$ cat config.mk
export PLATFORM = sky130hd
export DESIGN_NAME = tile_mapper
export DESIGN_NICKNAME = d
export VERILOG_FILES = /design/src/rtl/tile_mapper.sv
export SDC_FILE = /design/constraint.sdc
export NUM_CORES = 1
export LEC_CHECK = 0
export CAP_MARGIN = 30
export CORE_UTILIZATION = 60
export CTS_CLUSTER_DIAMETER = 100
export DETAILED_ROUTE_END_ITERATION = 7
export PLACE_DENSITY = 0.86
export SLEW_MARGIN = 20
export SYNTH_ARGS = -nofsm -noshare
export SYNTH_HDL_FRONTEND = slang
export SYNTH_SLANG_ARGS = --single-unit
$ cat constraint.sdc
create_clock -name clk -period 3.97 [get_ports clk]
set_input_delay 0.794 -clock clk [delete_from_list [all_inputs] [get_ports clk]]
set_output_delay 0.794 -clock clk [all_outputs]
set_load 0.05 [all_outputs]
$ cat src/rtl/tile_mapper.sv
// tile_mapper
// Maps a raster pixel stream onto a grid of CELL_W x CELL_H glyph cells.
// Each qualified input pixel produces, one cycle later, the tile coordinates
// of that pixel, its offset inside the cell, and a window-enable flag.
// Positions are tracked purely with counters (no divide/modulo).
//
// Ports
//   clk, rst_n            clock, asynchronous active-low reset
//   pix_valid             a pixel is presented this cycle
//   sof, sol              start of frame / start of line (qualified by pix_valid)
//   cfg_x0/x1, cfg_y0/y1  staged window bounds in tiles (inclusive)
//   cfg_load              capture cfg_* into the shadow bounds
//   tile_x, tile_y        tile coordinates of the output pixel
//   cell_x, cell_y        offset of the output pixel inside its cell
//   out_valid             output pixel is valid
//   pixel_en              output pixel lies inside the active window
//   tile_ovf              sticky per frame: a tile counter saturated
module tile_mapper #(
  parameter int CELL_W = 8,
  parameter int CELL_H = 8,
  parameter int TX_W   = 6,
  parameter int TY_W   = 6,
  parameter int WX0    = 1,
  parameter int WX1    = 39,
  parameter int WY0    = 3,
  parameter int WY1    = 37,
  localparam int CX_W  = $clog2(CELL_W),
  localparam int CY_W  = $clog2(CELL_H)
) (
  input  logic            clk,
  input  logic            rst_n,
  input  logic            pix_valid,
  input  logic            sof,
  input  logic            sol,
  input  logic [TX_W-1:0] cfg_x0,
  input  logic [TX_W-1:0] cfg_x1,
  input  logic [TY_W-1:0] cfg_y0,
  input  logic [TY_W-1:0] cfg_y1,
  input  logic            cfg_load,
  output logic [TX_W-1:0] tile_x,
  output logic [TY_W-1:0] tile_y,
  output logic [CX_W-1:0] cell_x,
  output logic [CY_W-1:0] cell_y,
  output logic            out_valid,
  output logic            pixel_en,
  output logic            tile_ovf
);

  localparam logic [CX_W-1:0] CX_LAST = CX_W'(CELL_W - 1);
  localparam logic [CY_W-1:0] CY_LAST = CY_W'(CELL_H - 1);
  localparam logic [TX_W-1:0] RST_X0  = TX_W'(WX0);
  localparam logic [TX_W-1:0] RST_X1  = TX_W'(WX1);
  localparam logic [TY_W-1:0] RST_Y0  = TY_W'(WY0);
  localparam logic [TY_W-1:0] RST_Y1  = TY_W'(WY1);

  // The position counters double as the registered coordinate outputs:
  // after a pixel is absorbed they hold exactly that pixel's coordinates.
  logic [TX_W-1:0] tile_x_q, tile_x_d;
  logic [TY_W-1:0] tile_y_q, tile_y_d;
  logic [CX_W-1:0] cell_x_q, cell_x_d;
  logic [CY_W-1:0] cell_y_q, cell_y_d;
  logic            out_valid_q, out_valid_d;
  logic            pixel_en_q, pixel_en_d;
  logic            tile_ovf_q, tile_ovf_d;
  // Cleared by reset; the first pixel after reset is taken as (0,0)
  // even without sof, so position counting restarts cleanly.
  logic            started_q, started_d;

  logic [TX_W-1:0] shd_x0_q, shd_x0_d, shd_x1_q, shd_x1_d;
  logic [TY_W-1:0] shd_y0_q, shd_y0_d, shd_y1_q, shd_y1_d;
  logic [TX_W-1:0] act_x0_q, act_x0_d, act_x1_q, act_x1_d;
  logic [TY_W-1:0] act_y0_q, act_y0_d, act_y1_q, act_y1_d;

  always_comb begin
    tile_x_d    = tile_x_q;
    tile_y_d    = tile_y_q;
    cell_x_d    = cell_x_q;
    cell_y_d    = cell_y_q;
    out_valid_d = 1'b0;
    pixel_en_d  = 1'b0;
    tile_ovf_d  = tile_ovf_q;
    started_d   = started_q;
    shd_x0_d    = shd_x0_q;
    shd_x1_d    = shd_x1_q;
    shd_y0_d    = shd_y0_q;
    shd_y1_d    = shd_y1_q;
    act_x0_d    = act_x0_q;
    act_x1_d    = act_x1_q;
    act_y0_d    = act_y0_q;
    act_y1_d    = act_y1_q;

    if (cfg_load) begin
      shd_x0_d = cfg_x0;
      shd_x1_d = cfg_x1;
      shd_y0_d = cfg_y0;
      shd_y1_d = cfg_y1;
    end

    if (pix_valid) begin
      out_valid_d = 1'b1;
      started_d   = 1'b1;
      if (sof || !started_q) begin
        tile_x_d = '0;
        tile_y_d = '0;
        cell_x_d = '0;
        cell_y_d = '0;
        if (sof) begin
          tile_ovf_d = 1'b0;
          // Taking the post-load shadow value lets a coincident cfg_load
          // become active on this very sof pixel.
          act_x0_d = shd_x0_d;
          act_x1_d = shd_x1_d;
          act_y0_d = shd_y0_d;
          act_y1_d = shd_y1_d;
        end
      end else if (sol) begin
        tile_x_d = '0;
        cell_x_d = '0;
        if (cell_y_q == CY_LAST) begin
          cell_y_d = '0;
          if (tile_y_q == '1) begin
            tile_ovf_d = 1'b1;
          end else begin
            tile_y_d = tile_y_q + 1'b1;
          end
        end else begin
          cell_y_d = cell_y_q + 1'b1;
        end
      end else begin
        if (cell_x_q == CX_LAST) begin
          cell_x_d = '0;
          if (tile_x_q == '1) begin
            tile_ovf_d = 1'b1;
          end else begin
            tile_x_d = tile_x_q + 1'b1;
          end
        end else begin
          cell_x_d = cell_x_q + 1'b1;
        end
      end

      // Evaluated against the bounds that apply to this pixel, so an
      // inverted window (x0 > x1 or y0 > y1) naturally yields 0.
      pixel_en_d = (act_x0_d <= tile_x_d) && (tile_x_d <= act_x1_d) &&
                   (act_y0_d <= tile_y_d) && (tile_y_d <= act_y1_d);
    end
  end

  always_ff @(posedge clk or negedge rst_n) begin
    if (!rst_n) begin
      tile_x_q    <= '0;
      tile_y_q    <= '0;
      cell_x_q    <= '0;
      cell_y_q    <= '0;
      out_valid_q <= 1'b0;
      pixel_en_q  <= 1'b0;
      tile_ovf_q  <= 1'b0;
      started_q   <= 1'b0;
      shd_x0_q    <= RST_X0;
      shd_x1_q    <= RST_X1;
      shd_y0_q    <= RST_Y0;
      shd_y1_q    <= RST_Y1;
      act_x0_q    <= RST_X0;
      act_x1_q    <= RST_X1;
      act_y0_q    <= RST_Y0;
      act_y1_q    <= RST_Y1;
    end else begin
      tile_x_q    <= tile_x_d;
      tile_y_q    <= tile_y_d;
      cell_x_q    <= cell_x_d;
      cell_y_q    <= cell_y_d;
      out_valid_q <= out_valid_d;
      pixel_en_q  <= pixel_en_d;
      tile_ovf_q  <= tile_ovf_d;
      started_q   <= started_d;
      shd_x0_q    <= shd_x0_d;
      shd_x1_q    <= shd_x1_d;
      shd_y0_q    <= shd_y0_d;
      shd_y1_q    <= shd_y1_d;
      act_x0_q    <= act_x0_d;
      act_x1_q    <= act_x1_d;
      act_y0_q    <= act_y0_d;
      act_y1_q    <= act_y1_d;
    end
  end

  assign tile_x    = tile_x_q;
  assign tile_y    = tile_y_q;
  assign cell_x    = cell_x_q;
  assign cell_y    = cell_y_q;
  assign out_valid = out_valid_q;
  assign pixel_en  = pixel_en_q;
  assign tile_ovf  = tile_ovf_q;

endmodule

**Word level (Yosys, flattened, before mapping)**

Cells that the tools add are included.
Widths: inputs -> output; s select.

- $mul: 0
- Shift operators: 0
- Muxes and demuxes: 41
- $add $sub $neg: 4
- Div/mod/pow operators: 0
- Equal/unequal tests: 7
- Bitwise gates (word level): 0
- Magnitude comparators: 4
- Reductions and logical operators: 10

Operator list:

| cell | count |
|---|---|
| $mux 6 | 26 |
| $le 6x6->1 | 4 |
| $mux 3 | 6 |
| $add 6x1->6 const B | 2 |
| $eq 6x6->1 const B | 2 |
| $mux 1 | 9 |
| $add 3x1->3 const B | 2 |
| $eq 3x3->1 const B | 2 |
| $ne 3x1->1 const B | 2 |
| $reduce_and 6->1 | 1 |
| $reduce_bool 3->1 | 2 |
| $logic_and 1x1->1 | 3 |
| $ne 2x2->1 const B | 1 |
| $reduce_and 2->1 | 1 |
| $reduce_bool 2->1 | 1 |
| $logic_not 1->1 | 1 |
| $logic_or 1x1->1 | 1 |

- Bits in registers: 70
- Output and inout port bits: 21
- Memories kept: 0
- Bits in writable memories: 0
- Memory bits (read-only): 0
- Bits in latches: 0

**Depth between registers and ports, before layout**

- Depth after elaboration: 11
- Mapped depth: 15
- Mapped depth without buffers: 15

**Worst setup path after synthesis**

OpenSTA, ideal clock, no wires.

- Path kind: flip-flop to flip-flop
- Start point: register cell_x_q[0], in the netlist cell_x[0]
- End point: register pixel_en_q, in the netlist pixel_en
- Stages on the path, launching flop included: 15
- Library setup time: 0.087 ns
- Arrival: 2.993 ns
- Required time: 3.883 ns
- Path slack: 0.890 ns
- Cell sequence: dfrtp_1 -> ha_1 -> ha_1 -> inv_1 -> a31o_2 -> or2_1 -> xor2_1 -> nand2b_4 -> ha_1 -> a21o_1 -> a211oi_1 -> a21oi_1 -> a211oi_1 -> nand4_1 -> a211oi_2

- Cells in the longest elaborated chain, start to end: 10
- Elaborated cells between the ends (all ways): 11

Ends and longest elaborated chain:

| item | RTL line | source |
|---|---|---|
| start: declaration | 60 | `logic [CX_W-1:0] cell_x_q, cell_x_d;` |
| start signal: assignment | 170 | `cell_x_q <= cell_x_d;` |
| $eq 3x3->1 (*) | 130 | `if (cell_x_q == CX_LAST) begin` |
| $mux 6 (*) | 130 |  |
| $mux 6 (*) | 116 | `end else if (sol) begin` |
| $mux 6 (*) | 102 | `if (sof \|\| !started_q) begin` |
| $mux 6 (*) | 99 | `if (pix_valid) begin` |
| $le 6x6->1 | 144 | `pixel_en_d = (act_x0_d <= tile_x_d) && (tile_x_d <= act_x1_d) &&` |
| $logic_and 1x1->1 (*) (2 in a row) | 144 |  |
| $logic_and 1x1->1 (*) | 145 | `(act_y0_d <= tile_y_d) && (tile_y_d <= act_y1_d);` |
| $mux 1 (*) | 99 |  |
| via pixel_en_d | 63 | `logic pixel_en_q, pixel_en_d;` |
| end signal: assignment | 173 | `pixel_en_q <= pixel_en_d;` |
| end: declaration | 63 |  |

The timed path passes the listed nets; every way through them passes the cells marked *. The select of a mux whose other input is x is not followed.
A chain may end at the register's enable or synchronous reset.

**Worst setup path in the final report**

- Start point: input sol
- End point: register pixel_en_q, in the netlist pixel_en

- Cells in the longest elaborated chain, start to end: 8
- Elaborated cells between the ends (all ways): 14

Ends and longest elaborated chain:

| item | RTL line | source |
|---|---|---|
| start: declaration | 34 | `input logic sol,` |
| $mux 6 | 116 |  |
| $mux 6 | 102 |  |
| $mux 6 | 99 |  |
| $le 6x6->1 | 144 |  |
| $logic_and 1x1->1 (2 in a row) | 144 |  |
| $logic_and 1x1->1 (*) | 145 |  |
| $mux 1 (*) | 99 |  |
| via pixel_en_d | 63 |  |

Marked as above.

==> metrics.md <==
| Metric | Value |
|---|---|
| WL per Instance | 15.18 um |
| Drt pass-1 iters | 8 |
| Vias | 3,086 |
| Post-CTS setup buffers | 0 |
| Drt via density | 5.715 |
| Yosys reg bits | 70 |
| CTS buffer count | 9 |
| Clk_lat worst skew | 350 ps |
| Mapped cell area | 0.003939 mm^2 |
| 1st-iter DRT viols | 143 |
| Clock Tree Buf Depth | 2 |
| CTS clk-pin slew, worst paths | 80 ps |
| Root buf cell | clkbuf_8 |
| Worst-path cell chain | clkdlybuf4s50_1, nand3_2, or3_1, a21oi_2, inv_1, ha_1, nand3_1, o21ai_0, nand2_1, a211oi_1, nand4_1, a211oi_2 |
| # rows | 29 |
| Number of setup violations in the final report | 0 |
| Share of post-route cells with drive strength above 1 | 13.82% |
| Pins Over Slew Limit | 0 |
| Routability cong. | 0.8184 |
| Total I/O pin count | 51 |
| EDFF count, synth | 0 |
| Status | complete, no violations |
| WP data required | 4230 ps |
| Port-buffer cells | 50 |
| Clock skew | 6.601 ps |
| Grt total ovfl | 0 |
| Ys async rst share | 100.0% |
| Mapped Avg Cell Area | 9.583 um^2 |
| Final cycle utilization of the critical path | 81.37% |
| Critical Path Start Type | input port |
| Area growth, synth to finish | 20.20% |
| Post_cts resized | 0 |
| Most used DFF post-synth | dfrtp_1 |
| ANT cells | 0 |
| Peak supply drop | 0.3253 mV |
| Post-Syn Nets | 469 |
| CTS hold repair buffers | 0 |
| Syn. warnings | 0 |
| Sequential area share after synthesis | 45.11% |
| Worst path slowest cell | clkdlybuf4s50_1 |
| First-pass GRT wire length | 14,130 um |
| Die height | 83.02 um |
| Clk sink count | 70 |
| Die area | 0.006892 mm^2 |
| Hold Path Class | in2async |
| Max-Cap Viols | 0 |
| Die Wd | 83.02 um |
| Leakage | 2.175 nW |
| DP HPWL | 5708 um |
| Synth unique cells | 55 |
| Vias in the first global route | 2,948 |
| Largest net degree at the start of global routing | 53 |
| Power per standard cell area | 388.5 mW/mm^2 |
| Hold WS | 364.4 ps |
| Core area | 0.006350 mm^2 |
| GRT Total Usage | 25.90% |
| Mapped Cells | 411 |
| Worst-Margin Slew | 640.7 ps |
| Crit path largest cell delay | 660 ps |
| Max Fclk | 0.3096 GHz |
| Initial antenna violation count | 0 |
| TNS Setup | 0 ps |
| Min Clock Period, post-route | 3230 ps |
| Cell accounting for the most synthesized area | dfrtp_1 |
| CTS H-tree lvls | 3 |
| Count leader, synth | a21oi_1 |
| Synth top area share | 31.77% |
| Critical path class | in2reg |
| RSZ-0062 raised after global routing | no |
| Final count of hold timing violations | 0 |
| WP data arrival | 3490 ps |
| CTS tree | done |
| Synth top cells by count | 51 x a21oi_1, 50 x dfrtp_1, 50 x nor2_1 |
| Starting Density | 62.03% |
| Normalized max-slew margin | 57.28% |
| # DRC | 0 |
| Nets | 516 |
| CP Max Fanout | 10 |
| Post-Route WL | 8197 um |
| Crit. End Element | flip-flop |
| Largest cells by area after synthesis | dfrtp_1 32%, dfstp_2 13%, ha_1 8.9% |
| ANT nets after route | 0 |
==> state kept, by name, summed over array words and instances (netlist names) <==
name / count
cell_y: 3
shd_y1_q: 6
out_valid: 1
act_x0_q: 6
tile_x: 6
tile_y: 6
shd_y0_q: 6
act_x1_q: 6
started_q: 1
tile_ovf: 1
shd_x0_q: 6
shd_x1_q: 6
act_y1_q: 6
cell_x: 3
act_y0_q: 6
pixel_en: 1
==> power by group <==
part	switching, mW	leakage [nW]	internal (mW)
registers	0.0325	0.825	0.799
logic	0.175	1.23	0.123
clock network	0.274	0.120	0.436
==> metrics by stage <==
stage                     setup slack, ps  cell area, um^2  util, %  power, mW  std cells
after global routing                497.8             4735    74.56      1.923        540
after global placement              630.7             4487    70.66      1.120        524
after CTS                           755.1             4735    74.56      1.850        540
final                               739.6             4735    74.56      1.840        540
after detailed placement            431.1             4487    70.66      1.139        524
after floorplan                     889.8             3939        -      1.033        411
==> worst max-delay path, delay by kind of cell <==
kind                       cells  cell delay (ps)
AOI/OAI and AO/OA              4              820
and+or+nand+nor                5              880
adders and majority gates      1              280
buffers and inverters          2              720
==> path summary, 6_finish.rpt <==
check | endpoint | cells past startpoint | slack [ps] | start
min in group clk | act_x1_q[5]$_DFFE_PN1P_ | 2 | 510 | act_x1_q[5]$_DFFE_PN1P_
max reg2reg | pixel_en$_DFF_PN0_ | 13 | 840 | tile_x[0]$_DFFE_PN0P_
max in group asynchronous | act_x0_q[1]$_DFFE_PN0P_ | 2 | 2620 | rst_n
max | pixel_en$_DFF_PN0_ | 12 | 740 | sol
min reg2reg | act_x1_q[5]$_DFFE_PN1P_ | 2 | 510 | act_x1_q[5]$_DFFE_PN1P_
min | shd_x0_q[4]$_DFF_PN0_ | 1 | 360 | rst_n
==> cells by family (layout without fill, tap and decap cells) <==
group | count (synthesis) | count (layout) | synth area share [%]
AOI/OAI and AO/OA | 105 | 105 | 16.42
and+or+nand+nor | 105 | 105 | 13.12
DFF | 70 | 70 | 45.11
buffers and inverters | 66 | 118 | 6.957
muxes | 33 | 33 | 8.609
adders and majority gates | 28 | 28 | 8.895
xor gates and xnor gates | 4 | 4 | 0.8896
==> cells in the final DEF, fill, tap and decap left out, drive strengths merged, types with 2 or more instances in the layout <==
cell type / netlist / routed
a211oi: 5 / 5
a21boi: 2 / 2
a21o: 3 / 3
a21oi: 53 / 53
a22o: 3 / 3
a31oi: 3 / 3
and2: 2 / 2
and3: 5 / 5
buf: 12 / 7
bufinv: 0 / 3
clkbuf: 8 / 11
clkdlybuf4s50: 0 / 49
dfrtp: 50 / 50
dfstp: 20 / 20
ha: 28 / 28
inv: 46 / 46
mux2: 7 / 7
mux2i: 26 / 26
nand2: 23 / 23
nand2b: 3 / 3
nand3: 7 / 7
nand4: 5 / 5
nor2: 50 / 50
nor2b: 3 / 3
o21ai: 25 / 25
o31ai: 2 / 2
or2: 3 / 3
xor2: 3 / 3
==> layout make-up <==
type | count | area [um^2]
multi-input combinational | 275 | 1888
sequential | 70 | 1777
clock buffer | 11 | 141.4
inverter | 46 | 172.7
clock inverter | 5 | 106.4
tap | 77 | 96.34
timing repair buffer | 56 | 553.0
fill | 440 | 1615
==> per-layer routing <==
layer  track usage (%)  up-vias  wire length [um]
li1                  -     1503                 -
met1             33.93     1471              3712
met2             41.80       89              3920
met3             5.765       23               359
met4             10.66        0               205
met5                 0        -                 0
No activity file was read; power rests on OpenSTA's default activity.
